## config.mk

```make
export PLATFORM = sky130hd
export DESIGN_NAME = mem_port_arbiter
export DESIGN_NICKNAME = d
export VERILOG_FILES = /design/src/rtl/cpu_mem_pkg.sv /design/src/rtl/mem_port_arbiter.sv
export SDC_FILE = /design/constraint.sdc
export NUM_CORES = 1
export LEC_CHECK = 0
export ABC_AREA = 1
export BUFFER_PORTS_ARGS = -buffer_cell sky130_fd_sc_hd__clkbuf_2
export CAP_MARGIN = 20
export CORE_UTILIZATION = 35
export CTS_CLUSTER_SIZE = 28
export DETAILED_ROUTE_END_ITERATION = 8
export PLACE_DENSITY_LB_ADDON = 0.05
export SLEW_MARGIN = 20
export SYNTH_ARGS = -nofsm -noshare
export SYNTH_HDL_FRONTEND = slang
export SYNTH_SLANG_ARGS = --single-unit
```

## constraint.sdc

```tcl
create_clock -name clk -period 3.1 [get_ports clk]
set_input_delay 0.62 -clock clk [delete_from_list [all_inputs] [get_ports clk]]
set_output_delay 0.62 -clock clk [all_outputs]
set_load 0.05 [all_outputs]
```

## src/rtl/cpu_mem_pkg.sv

```systemverilog
// cpu_mem_pkg: shared types and constants for the CPU memory port arbiter.
package cpu_mem_pkg;
   typedef enum logic [1:0] {IDLE, BUSY_IF, BUSY_MEM, DISCARD} arb_state_t;
   localparam logic [31:0] MEM_ERR_DATA = 32'hDEAD_BEEF;
endpackage

```

## src/rtl/mem_port_arbiter.sv

```systemverilog
// mem_port_arbiter: shares one single-ported memory between fetch and data stages.
module mem_port_arbiter
   import cpu_mem_pkg::*;
#(
   parameter int ADDR_W  = 32,
   parameter int DATA_W  = 32,
   parameter int TIMEOUT = 255
) (
   input  logic                clk,
   input  logic                reset,
   input  logic                if_req,
   input  logic [ADDR_W-1:0]   if_addr,
   input  logic                if_flush,
   output logic                if_ready,
   output logic [DATA_W-1:0]   if_rdata,
   input  logic                mem_req,
   input  logic                mem_we,
   input  logic [ADDR_W-1:0]   mem_addr,
   input  logic [DATA_W-1:0]   mem_wdata,
   input  logic [DATA_W/8-1:0] mem_be,
   output logic                mem_ready,
   output logic [DATA_W-1:0]   mem_rdata,
   output logic                m_valid,
   output logic                m_we,
   output logic [ADDR_W-1:0]   m_addr,
   output logic [DATA_W-1:0]   m_wdata,
   output logic [DATA_W/8-1:0] m_be,
   input  logic                m_ack,
   input  logic [DATA_W-1:0]   m_rdata,
   output logic                timeout_err
);
   localparam int CW = $clog2(TIMEOUT + 1);

   arb_state_t          state_q, state_d;
   logic [CW-1:0]       cnt_q, cnt_d;
   logic                valid_q, we_q, err_q;
   logic [ADDR_W-1:0]   addr_q;
   logic [DATA_W-1:0]   wdata_q, rdata_sel;
   logic [DATA_W/8-1:0] be_q;
   logic                busy, to, done, grant_mem, grant_if;

   assign busy      = state_q != IDLE;
   // Fires in the TIMEOUT-th busy cycle; a real ack in that cycle wins.
   assign to        = busy && !m_ack && (cnt_q == CW'(TIMEOUT - 1));
   assign done      = busy && (m_ack || to);
   assign grant_mem = !busy && mem_req;
   assign grant_if  = !busy && !mem_req && if_req && !if_flush;
   assign rdata_sel = to ? DATA_W'(MEM_ERR_DATA) : m_rdata;

   assign if_ready  = state_q == BUSY_IF && done && !if_flush;
   assign mem_ready = state_q == BUSY_MEM && done;
   assign if_rdata  = if_ready ? rdata_sel : '0;
   assign mem_rdata = mem_ready ? rdata_sel : '0;

   assign m_valid     = valid_q;
   assign m_we        = we_q;
   assign m_addr      = addr_q;
   assign m_wdata     = wdata_q;
   assign m_be        = be_q;
   assign timeout_err = err_q;

   always_comb begin
      state_d = !busy ? (grant_mem ? BUSY_MEM : grant_if ? BUSY_IF : IDLE)
              : done ? IDLE
              : (state_q == BUSY_IF && if_flush) ? DISCARD : state_q;
      cnt_d   = (busy && !done) ? cnt_q + 1'b1 : '0;
   end

   always_ff @(posedge clk or posedge reset) begin
      if (reset) begin
         state_q <= IDLE;
         cnt_q   <= '0;
         valid_q <= 1'b0;
         we_q    <= 1'b0;
         addr_q  <= '0;
         wdata_q <= '0;
         be_q    <= '0;
         err_q   <= 1'b0;
      end else begin
         state_q <= state_d;
         cnt_q   <= cnt_d;
         err_q   <= err_q | to;
         if (grant_mem || grant_if) begin
            valid_q <= 1'b1;
            we_q    <= grant_mem & mem_we;
            addr_q  <= grant_mem ? mem_addr : if_addr;
            wdata_q <= grant_mem ? mem_wdata : '0;
            be_q    <= grant_mem ? mem_be : '1;
         end else if (done) begin
            valid_q <= 1'b0;
         end
      end
   end
endmodule

```

### Word-level counts from Yosys, hierarchy flattened

Cells that the tools add are included.

* register bits after elaboration: 81
* bits in latches: 0
* bits in writable memories: 0
* ROM bits: 0
* bits of input ports: 139
* output and inout port bits: 137
* logic and storage cells: 50
* memories: 0

* $add $sub $neg: 1
* multiply operators: 0
* div/mod/pow operators: 0
* $lt $le $gt $ge: 0
* eq/ne operators: 4
* shifts and indexed selects: 0
* mux-type cells: 14
* bitwise gates (word level): 2
* reductions and logical operators: 21

Operator list (number)
* $mux W32: 5
* $logic_and A1 B1 Y1: 12
* $add A8 B1 Y8 const B: 1
* $eq A8 B8 Y1 const B: 1
* $mux W2: 4
* $mux W8: 1
* $logic_not A1 Y1: 5
* $mux W4: 1
* $reduce_bool A2 Y1: 2
* $mux W1: 3
* $ne A3 B1 Y1 const B: 1
* $eq A2 B1 Y1 const B: 1
* $eq A2 B2 Y1 const B: 1
* $logic_or A1 B1 Y1: 2
* $and A1 B1 Y1: 1
* $or A1 B1 Y1: 1

### Depth between registers and ports, before layout

Gate-level depths: netlist of run 1.

* word-level depth: 8
* gate-level depth with buffers: 9
* gate-level depth less buffers: 9

### Worst setup path before layout of run 1

OpenSTA, ideal clock, no wires.

* kind: input to output
* start point: input port m_ack
* end point: output port if_rdata[18]
* arrival: 2.064 ns
* required time: 2.480 ns
* setup slack: 0.416 ns
* stages: 7
* buffers on the path: 2
* cell sequence: clkbuf_1 > nor2_1 > nand3_2 > nand2_4 > nand2_4 > buf_6 > nor2_1

* longest elaborated chain between the ends: 8
* elaborated cells between the ends (all ways): 9
* those cells by class: mux (2); reduce/logical (7)

RTL lines
* start, declared: line mem_port_arbiter.sv:28 `input logic m_ack,`
* $logic_not A1 Y1: line mem_port_arbiter.sv:44 `assign to = busy && !m_ack && (cnt_q == CW'(TIMEOUT - 1));`
* $logic_and A1 B1 Y1 (2 in series): line mem_port_arbiter.sv:44
* $logic_or A1 B1 Y1: line mem_port_arbiter.sv:45 `assign done = busy && (m_ack || to);`
* $logic_and A1 B1 Y1: line mem_port_arbiter.sv:45
* $logic_and A1 B1 Y1 (2 in series): line mem_port_arbiter.sv:50 `assign if_ready = state_q == BUSY_IF && done && !if_flush;`
* $mux W32 (*): line mem_port_arbiter.sv:52 `assign if_rdata = if_ready ? rdata_sel : '0;`
* end, declared: line mem_port_arbiter.sv:15 `output logic [DATA_W-1:0] if_rdata,`

Every way passes the cells marked *; elsewhere a longest branch is shown, timed or not.

### Final worst setup path of run 1

* start point: register state_q[1]
* end point: output port mem_rdata[19]

* longest elaborated chain between the ends: 7
* elaborated cells between the ends (all ways): 9
* those cells by class: eq/ne (1); mux (2); reduce/logical (6)

RTL lines
* start, declared: line mem_port_arbiter.sv:34 `arb_state_t state_q, state_d;`
* start signal, assigned: line mem_port_arbiter.sv:80 `state_q <= state_d;`
* $reduce_bool A2 Y1: line mem_port_arbiter.sv:42 `assign busy = state_q != IDLE;`
* $logic_and A1 B1 Y1 (2 in series): line mem_port_arbiter.sv:44
* $logic_or A1 B1 Y1: line mem_port_arbiter.sv:45
* $logic_and A1 B1 Y1: line mem_port_arbiter.sv:45
* $logic_and A1 B1 Y1: line mem_port_arbiter.sv:51 `assign mem_ready = state_q == BUSY_MEM && done;`
* $mux W32 (*): line mem_port_arbiter.sv:53 `assign mem_rdata = mem_ready ? rdata_sel : '0;`
* end, declared: line mem_port_arbiter.sv:22 `output logic [DATA_W-1:0] mem_rdata,`

Marks and branches as above.

==> results.md, run 1 <==
- CTS tree: built
- Die area: 13,100 µm²
- Flop pwr share: between 30% and 40%
- I/O Pins: 276
- DIE HEIGHT: 115 µm
- Seq cells post-synth: 81
- Dpl ws: between 0.4 and 0.5 ns
- Crit path time final: 2.76 ns
- Via Count: 4,689
- Hold slack: 0.407 ns
- CTS buffer count: 9
- Via density: approximately 4.5
- Setup violations, final: 0
- Clk pwr share: 20.7%
- Inserted Diodes: 0
- Multiplexer share of the synthesized area: 0%
- Final net count: slightly above 1,000
- Placed cells: around 1,000
- Initial core utilization: 36.5%
- Reg2Reg Depth: 7
- Core area: 12,200 µm²
- Row count: 40
- Drt first pass iters: 4
- Root Driver: clkbuf_16
- Reg-to-Reg End: m_addr[15]
- GRT Resource Usage Total: 20.0%
- Sink Count: 81
- Post-CTS Setup Inserts: 0
- Chip width: 115 µm
- Post-route cell area: 6240 µm²
- Setup TNS: 0 ns
- Final hold vios: 0
- Layout cells sized above 1: a little over a third
- Max Clk Rate: 362 MHz
- Simple-gate share of the synthesized area: between 30% and 40%
- Post-Syn Instances: a little over 600
- Layout area overhead: 40.7%
- I/O Buffers: 275
- # fillers: 1,259
- DP Area: 5940 µm²
- Post-synth cell types: 27
- Clock latency on the worst-skew pair: 0.34 ns
- Mean Syn Cell Area: just over 7 µm²
- Number of DRC markers in iteration 0: 224
- Status: complete, no violations
- RSZ-0062 raised after global routing: false
- Max_slew headroom: between 40% and 50%
- Area of the multi-input gates: 1740 µm²
- Cts hold-fix bufs: 0
- Setup Skew: 0.00629 ns
- Max IR drop VDD: approximately 460 µV
- Most frequent cells in the layout: clkbuf_2, inv_1, nand2_1
- Internal power: 2.67 mW
- Least-Margin Pin Slew: 0.852 ns
- Psw: ~2.7 mW
- Global route overflow: 0
- Crit path required time: between 2 and 2.5 ns
- H-tree levels: 3
- Vias in the first global route: 4,310
- Power Density: ~860 nW/µm²
- Reg-to-reg critical path startpoint: state_q[1]
- Crit-path max FO: 25
- Initial antenna violation count: 0
- Net Sw Frac: 50.1%
- Clock Tree Buf Depth: 2
- Max-Cap Viols: 0
- Mapped Area: 4430 µm²
- CTS resizes: 0
- ANT nets after route: 0
- Gpl congestion: slightly below 0.8
- Post-Route WL: ~13,000 µm
- Finished Layout Cells: 1,046
- Hold WC Path Type: input pin to async pin
- Worst Setup End Kind: output port
- Post-Syn Nets: 760
- Type of the worst setup path: flip-flop to output port
- Worst Path Arrival: 2.14 ns
- Critical path capture point: mem_rdata[19]
- WL per Instance: about 12 µm
- Most common cell after layout, fill and taps aside: clkbuf_2
- Worst Setup SP: state_q[1]
- Clock Pin Slew Worst Setup and Hold Paths: 0.06 ns
- Worst Setup Start Kind: flip-flop
- DP HPWL: 9620 µm
- Sequential cell area: 2030 µm²
- Ys Warns: 0
- Largest family of logic cells by synthesized area: simple AND/OR/NAND/NOR gates
- Combinational power share: 49.4%
- Largest net degree at the start of global routing: 70
- LEAKAGE: 3.88 nW
- Seq/Total Area, Yosys: about 46%
- Final period util: 89.1%
- First-pass GRT wire length: 20,500 µm
- Reg-to-reg setup timing slack: 0.91 ns
- Post-Synth Adder-Cell Area: 0.564%
- Slew Viols, Final: 0
- Synth Area in XOR/XNOR: 0.198%
- Setup slack after layout: 0.338 ns
- DRC viols: 0
- Compound-Gate Fraction of Synth Area: 7.85%
[cell usage after synthesis]
library cell	count	area, µm²
buf_6	5	56.3
inv_1	117	439
nand3b_1	1	7.51
buf_4	5	37.5
nand3_2	1	10.0
a21oi_1	34	170
buf_1	1	3.75
buf_2	15	75.1
nor3_1	3	15.0
nand4_2	1	12.5
clkbuf_2	1	5.00
ha_1	2	25.0
nand2_4	4	45.0
clkbuf_1	12	45.0
nor2_1	103	387
o21bai_1	1	7.51
nand3_1	70	350
or2_2	1	6.26
o21ai_1	4	20.0
xor2_1	1	8.76
nand4_1	17	106
nand2_1	105	394
nor2_2	2	12.5
nand2_2	1	6.26
dfrtp_1	81	2030
nor3_2	1	10.0
o21ai_0	30	150
[metal layers]
layer  part of all wire (%)  global-route usage, %
met5                      0                      0
met4                    1.2                   6.23
met3                    6.9                   6.19
met2                     50                   34.8
met1                     42                   23.6
[per-stage QoR]
stage	power, mW	utilization (%)
2_1_floorplan	3.62	-
3_3_place_gp	4.25	48.8
3_5_place_dp	4.28	48.8
4_1_cts	5.40	51.3
5_1_grt	5.63	51.3
6_report	5.34	51.3
[state kept, by name (all words and copies together), names as in the netlist]
| register | flops |
|---|---|
| m_addr | 32 |
| m_we | 1 |
| timeout_err | 1 |
| cnt_q | 8 |
| m_be | 4 |
| m_valid | 1 |
| state_q | 2 |
| m_wdata | 32 |
[cells by family after synthesis]
family	after synthesis
AND/OR/NAND/NOR	310
buffers and inverters	156
flip-flops	81
AO/OA/AOI/OAI	69
adder cells (fa/ha/maj)	2
XOR/XNOR	1
[power by group through the flow]
stage	clock (mW)	sequential [mW]	combinational, mW
global placement	0	1.60	2.65
CTS	1.13	1.60	2.66
detailed placement	0	1.61	2.66
global route	1.17	1.64	2.82
finish	1.10	1.60	2.64
floorplan	0	2.81	0.806
[how the worst min path moves through the flow]
stage                start          end  slack [ns]  depth (start not counted)
2_1_floorplan     cnt_q[0]     cnt_q[0]        0.45                          1
3_3_place_gp   timeout_err  timeout_err        0.45                          2
3_5_place_dp   timeout_err  timeout_err        0.46                          2
4_1_cts              reset  m_wdata[20]        0.44                          2
5_1_grt              reset  m_wdata[26]        0.50                          2
6_report             reset  m_wdata[20]        0.41                          2
[critical path, stage by stage (launching register included)]
cell and delay [ns]:
dfrtp_1 0.40, inv_1 0.05, nor2_1 0.55, nand2_4 0.30, nor2_1 0.19, clkbuf_2 0.31
[cell type report]
type	count	area share, %
Sequential cell	81	32.5
Multi-Input combinational cell	382	28.0
Timing Repair Buffer	284	24.3
Inverter	117	7.06
Clock buffer	10	3.67
Tap cell	168	3.37
Clock inverter	4	1.12
Note: power is estimated with default switching activity, not from simulation.
==> inputs of run 2 (changes only) <==
--- a/config.mk
+++ b/config.mk
@@ -9,6 +9,7 @@
 export BUFFER_PORTS_ARGS = -buffer_cell sky130_fd_sc_hd__clkbuf_2
 export CAP_MARGIN = 20
 export CORE_UTILIZATION = 35
+export CTS_BUF_LIST = sky130_fd_sc_hd__clkbuf_8 sky130_fd_sc_hd__clkbuf_16
 export CTS_CLUSTER_SIZE = 28
 export DETAILED_ROUTE_END_ITERATION = 8
 export PLACE_DENSITY_LB_ADDON = 0.05
==> run 2 against run 1 <==
- sequential power about the same
- maximum frequency rose by 0.23%
- critical path depth stayed put
- total power hardly changed
- core utilization unchanged
- global-route usage unchanged
- die area is the same
- sequential cell count unchanged
- routed wire length barely moved
- largest cell class unchanged
- non-clock buffer count stayed put
- highest routed layer unchanged
==> results.md, run 2 (synthesis results as in run 1) <==
- Largest net degree at the start of global routing: 70
- CTS tree: built
- Setup Skew: 0.00629 ns
- Cell chain of the critical path: inv_1 -> nor2_1 -> nand2_4 -> nor2_1 -> clkbuf_2
- Setup violations, final: 0
- Power Density: ~860 nW/µm²
- Layout area overhead: 40.7%
- Via density: 4.48
- CTS buffer count: 9
- DP HPWL: 9620 µm
- Flop pwr share: 30.0%
- Clk pwr share: 20.6%
- Most common cell after layout, fill and taps aside: clkbuf_2
- Clock Pin Slew Worst Setup and Hold Paths: approximately 0.060 ns
- Clock latency on the worst-skew pair: approximately 0.34 ns
- Row count: 40
- Reg-to-Reg End: m_addr[15]
- Net Sw Frac: 50.1%
- LEAKAGE: 3.89 nW
- Layout cells sized above 1: between 30% and 40%
- Combinational power share: 49.4%
- Reg-to-reg setup timing slack: just over 0.9 ns
- Least-Margin Pin Slew: 0.852 ns
- I/O Buffers: 275
- DIE HEIGHT: 115 µm
- Via Count: ~4,700
- DRC viols: 0
- Final hold vios: 0
- Max_slew headroom: 43.1%
- Most frequent cells in the layout: clkbuf_2, inv_1, nand2_1
- Clock Tree Buf Depth: 2
- Max Clk Rate: approximately 360 MHz
- Initial core utilization: 36.5%
- Crit-path slowest cell: nor2_1
- Sink Count: 81
- Final net count: between 1,000 and 1,500
- Hold WC Path Type: input pin to async pin
- Slew Viols, Final: 0
- Type of the worst setup path: flip-flop to output port
- RSZ-0062 raised after global routing: false
- Initial antenna violation count: 0
- Inserted Diodes: 0
- ANT nets after route: 0
- Crit path time final: 2.76 ns
- Worst Setup SP: state_q[1]
- Crit path required time: 2.48 ns
- Reg2Reg Depth: 7
- Overall Power: 5.34 mW
- Drt first pass iters: 5
- CTS resizes: 0
- Post-CTS Setup Inserts: 0
- Global route overflow: 0
- First-pass GRT wire length: between 20,000 and 25,000 µm
- Status: complete, no violations
- Hold slack: 0.407 ns
- Max-Cap Viols: 0
- Vias in the first global route: around 4,300
- Setup TNS: 0 ns
- Chip width: 115 µm
- Cts hold-fix bufs: 0
- # fillers: 1,259
- WL per Instance: 12.5 µm
- Psw: 2.68 mW
- Root Driver: clkbuf_16
- Final period util: between 80% and 90%
- Reg-to-reg critical path startpoint: state_q[1]
- Post-Route WL: roughly 13,000 µm
- GRT Resource Usage Total: between 20% and 30%
- Internal power: roughly 2.7 mW
- Worst Path Arrival: about 2.1 ns
- Post-route cell area: 6240 µm²
- Cell mode on critical path: nor2_1
- Die area: 13,100 µm²
- H-tree levels: 3
- I/O Pins: 276
- Number of DRC markers in iteration 0: 225
- Max stage delay on crit path: around 0.54 ns
- DP Area: between 5000 and 6000 µm²
- Core area: 12,200 µm²
- Worst Setup Start Kind: flip-flop
- Gpl congestion: 0.778
- Max IR drop VDD: 463 µV
- Crit-path max FO: 25
- Worst Setup End Kind: output port
-- run 2: cell count changes in the layout (fill, tap and decap cells not counted) --
| cell | previous run | this run |
|---|---|---|
| clkbuf_1 | 1 | 0 |
| inv_1 | 116 | 117 |
-- run 2: how the worst max path moves through the flow --
stage	endpoint	cells after the start
after floorplan	cnt_q[0]	1
after global placement	if_rdata[0]	8
after detailed placement	if_rdata[0]	8
after CTS	mem_rdata[19]	5
after global routing	if_rdata[0]	10
final	mem_rdata[19]	5
-- run 2: metrics by stage --
| stage | setup WS (ns) | utilization (%) | instances |
|---|---|---|---|
| after floorplan | 0.400 | - | 619 |
| after global routing | 0.120 | 51.3 | 1046 |
| final | 0.345 | 51.3 | 1046 |
| after detailed placement | 0.419 | 48.8 | 1032 |
| after CTS | 0.328 | 51.3 | 1046 |
| after global placement | 0.485 | 48.8 | 1032 |
-- run 2: final cells by class --
type	instances	area (µm²)	area share (%)
clock buffers	9	225	3.61
clock inverters	5	73.8	1.18
inverters	117	440	7.06
multi-input cells	382	1740	28.0
flip-flops and latches	81	2030	32.5
well taps	168	210	3.37
repair buffers	284	1520	24.3
-- run 2: critical path, delay by kind of cell (launching register included) --
kind	cells	cell delay, ns
simple gates	3	1.02
flops	1	0.40
buf+inv	2	0.36
-- run 2: routing by layer --
metal  vias to the layer above  share of wire, %  track usage [%]
met5                         -                 0                0
met4                         0               1.2             6.23
met3                        12               6.7             6.19
met2                       146                50             34.8
met1                      2127                42             23.6
li1                       2405                 -                -
-- run 2: power by group through the flow --
stage | Combinational (mW) | Clock, mW | Sequential [mW]
floorplan | 0.806 | 0 | 2.81
global placement | 2.65 | 0 | 1.60
detailed placement | 2.66 | 0 | 1.61
CTS | 2.66 | 1.13 | 1.60
global route | 2.82 | 1.17 | 1.64
finish | 2.64 | 1.10 | 1.60
==> inputs of run 3 (changes only) <==
--- a/config.mk
+++ b/config.mk
@@ -13,6 +13,7 @@
 export CTS_CLUSTER_SIZE = 28
 export DETAILED_ROUTE_END_ITERATION = 8
 export PLACE_DENSITY_LB_ADDON = 0.05
+export RECOVER_POWER = 50
 export SLEW_MARGIN = 20
 export SYNTH_ARGS = -nofsm -noshare
 export SYNTH_HDL_FRONTEND = slang
==> constraint.sdc (replaced) <==
create_clock -name clk -period 2.9 [get_ports clk]
set_input_delay 0.58 -clock clk [delete_from_list [all_inputs] [get_ports clk]]
set_output_delay 0.58 -clock clk [all_outputs]
set_load 0.05 [all_outputs]
==> run 3 against run 2 <==
- the run now ends with capacitance limit, slew limit left
- sequential cell count unchanged
- final area down 1.3%
- largest power group unchanged
- global-route usage is essentially flat
- critical path depth up 5
- total power grew 3.1%
- critical endpoint unchanged
- critical path type unchanged
- clock skew up 0.0040 ns
==> results.md, run 3 (synthesis results as in run 1) <==
- Clock latency on the worst-skew pair: 0.33 ns
- Placed cells: 1,034
- Hold wc startpoint: mem_wdata[12]
- Least-Margin Pin Slew: 1.81 ns
- Max-Cap Viols: 1
- Crit path required time: between 2 and 2.5 ns
- Via density: 4.48
- Crit path max-delay family: buffers and inverters
- Largest net degree at the start of global routing: 70
- Reg-to-reg setup timing slack: approximately 0.8 ns
- Gpl congestion: between 0.7 and 0.8
- Setup violations, final: 0
- Clock Tree Buf Depth: 2
- Most common cell after layout, fill and taps aside: clkbuf_2
- Initial core utilization: 36.5%
- Cts hold-fix bufs: 0
- Crit-path max FO: 42
- Setup TNS: 0 ns
- Layout cells sized above 1: between 20% and 30%
- Post-Route WL: 12,900 µm
- Worst Path Arrival: 2.10 ns
- Post-route cell area: 6150 µm²
- Max_slew headroom: -21.1%
- First-pass GRT wire length: between 20,000 and 25,000 µm
- Power Density: 895 nW/µm²
- Via Count: between 4,000 and 5,000
- Drt first pass iters: 4
- CTS buffer count: 9
- Setup Skew: 0.0103 ns
- Global route overflow: 0
- Sink Count: 81
- Inserted Diodes: 0
- Failing checks: capacitance limit, slew limit
- Post-CTS Setup Inserts: 0
- Most frequent cells in the layout: clkbuf_2, inv_1, nand2_1
- Worst Setup End Kind: output port
- Worst Setup SP: cnt_q[0]
- I/O Pins: 276
- Status: finished with violations
- Type of the worst setup path: flip-flop to output port
- CTS resizes: 0
- Overall Power: between 5 and 6 mW
- Clock Pin Slew Worst Setup and Hold Paths: 0.06 ns
- Final hold vios: 0
- Setup slack after layout: 0.219 ns
- Reg-to-reg critical path startpoint: state_q[1]
- Row count: 40
- ANT nets after route: 0
- Max Clk Rate: 373 MHz
- Chip width: 115 µm
- Slew Viols, Final: 48
- DRC viols: 0
- DIE HEIGHT: 115 µm
- CTS tree: built
- Worst Setup Start Kind: flip-flop
- Cell mode on critical path: inv_1
- Crit-path slowest cell: dfrtp_1
- Number of DRC markers in iteration 0: 174
- Vias in the first global route: approximately 4,400
- GRT Resource Usage Total: 20.1%
- Core area: between 10,000 and 15,000 µm²
- DP HPWL: 9700 µm
- Max IR drop VDD: 625 µV
- Layout area overhead: 38.8%
- Cell chain of the critical path: inv_1 -> ha_1 -> inv_1 -> nor2_1 -> nand3_2 -> buf_4 -> nand2_1 -> inv_1 -> nor2_1 -> clkbuf_2
- RSZ-0062 raised after global routing: false
- Root Driver: clkbuf_16
- Final net count: 1,018
- Crit path buf inv count: 5
- WL per Instance: 12.3 µm
- Die area: ~13,000 µm²
- Final period util: 92.4%
- Finished Layout Cells: between 1,000 and 1,500
- Initial antenna violation count: 0
- Crit path time final: 2.68 ns
- # fillers: 1,276
- Hold WC Path Type: input pin to flip-flop
- H-tree levels: 3
- DP Area: 5980 µm²
- I/O Buffers: 275
- LEAKAGE: around 3.7 nW
- Max stage delay on crit path: 0.41 ns
- Dpl ws: 0.538 ns
[run 3: cell count changes in the layout (fill, tap and decap cells not counted), sizes merged]
cell	change
clkbuf	+3
bufinv	-2
inv	+2
buf	+1
clkinv	-1
[run 3: path summary, 6_finish.rpt]
path | end | depth (start not counted)
worst max-delay path | mem_rdata[19] | 10
worst max register to register | m_addr[0] | 7
max in group asynchronous | m_wdata[27] | 3
worst min register to register | timeout_err | 2
worst min-delay path | m_wdata[12] | 3
min in group asynchronous | m_wdata[24] | 2
[run 3: layout make-up]
| type | instances | area (µm²) | share of cell area [%] |
|---|---|---|---|
| well taps | 168 | 210 | 3.42 |
| clock inverters | 4 | 21.3 | 0.346 |
| repair buffers | 286 | 1460 | 23.7 |
| flip-flops and latches | 81 | 2030 | 32.9 |
| clock buffers | 11 | 253 | 4.11 |
| multi-input cells | 382 | 1740 | 28.3 |
| inverters | 117 | 439 | 7.14 |
[run 3: metrics by stage]
step                      utilization [%]  hold slack [ns]
after floorplan                         -            0.455
after global placement               49.2            0.454
after detailed placement             49.2            0.481
after CTS                            51.4            0.407
after global routing                 50.6            0.472
final                                50.6            0.469
[run 3: worst reg2reg max path, cell delays in order (launching register included)]
cell and delay [ns]:
dfrtp_1 0.41, nor2_2 0.13, buf_4 0.38, nand4_2 0.42, nand2_2 0.21, buf_12 0.28
nor2_1 0.08, a21oi_1 0.12
[run 3: per-layer routing]
layer	vias up	global-route usage, %	wire, µm
met5	-	0	0
met4	0	6.06	210
met3	16	6.03	886
met2	155	34.7	6410
met1	2106	24.0	5350
li1	2420	-	-
[run 3: report_power, final]
| part | internal (mW) | switching (mW) |
|---|---|---|
| Combinational | 0.532 | 2.21 |
| Sequential | 1.50 | 0.202 |
| Clock | 0.616 | 0.439 |
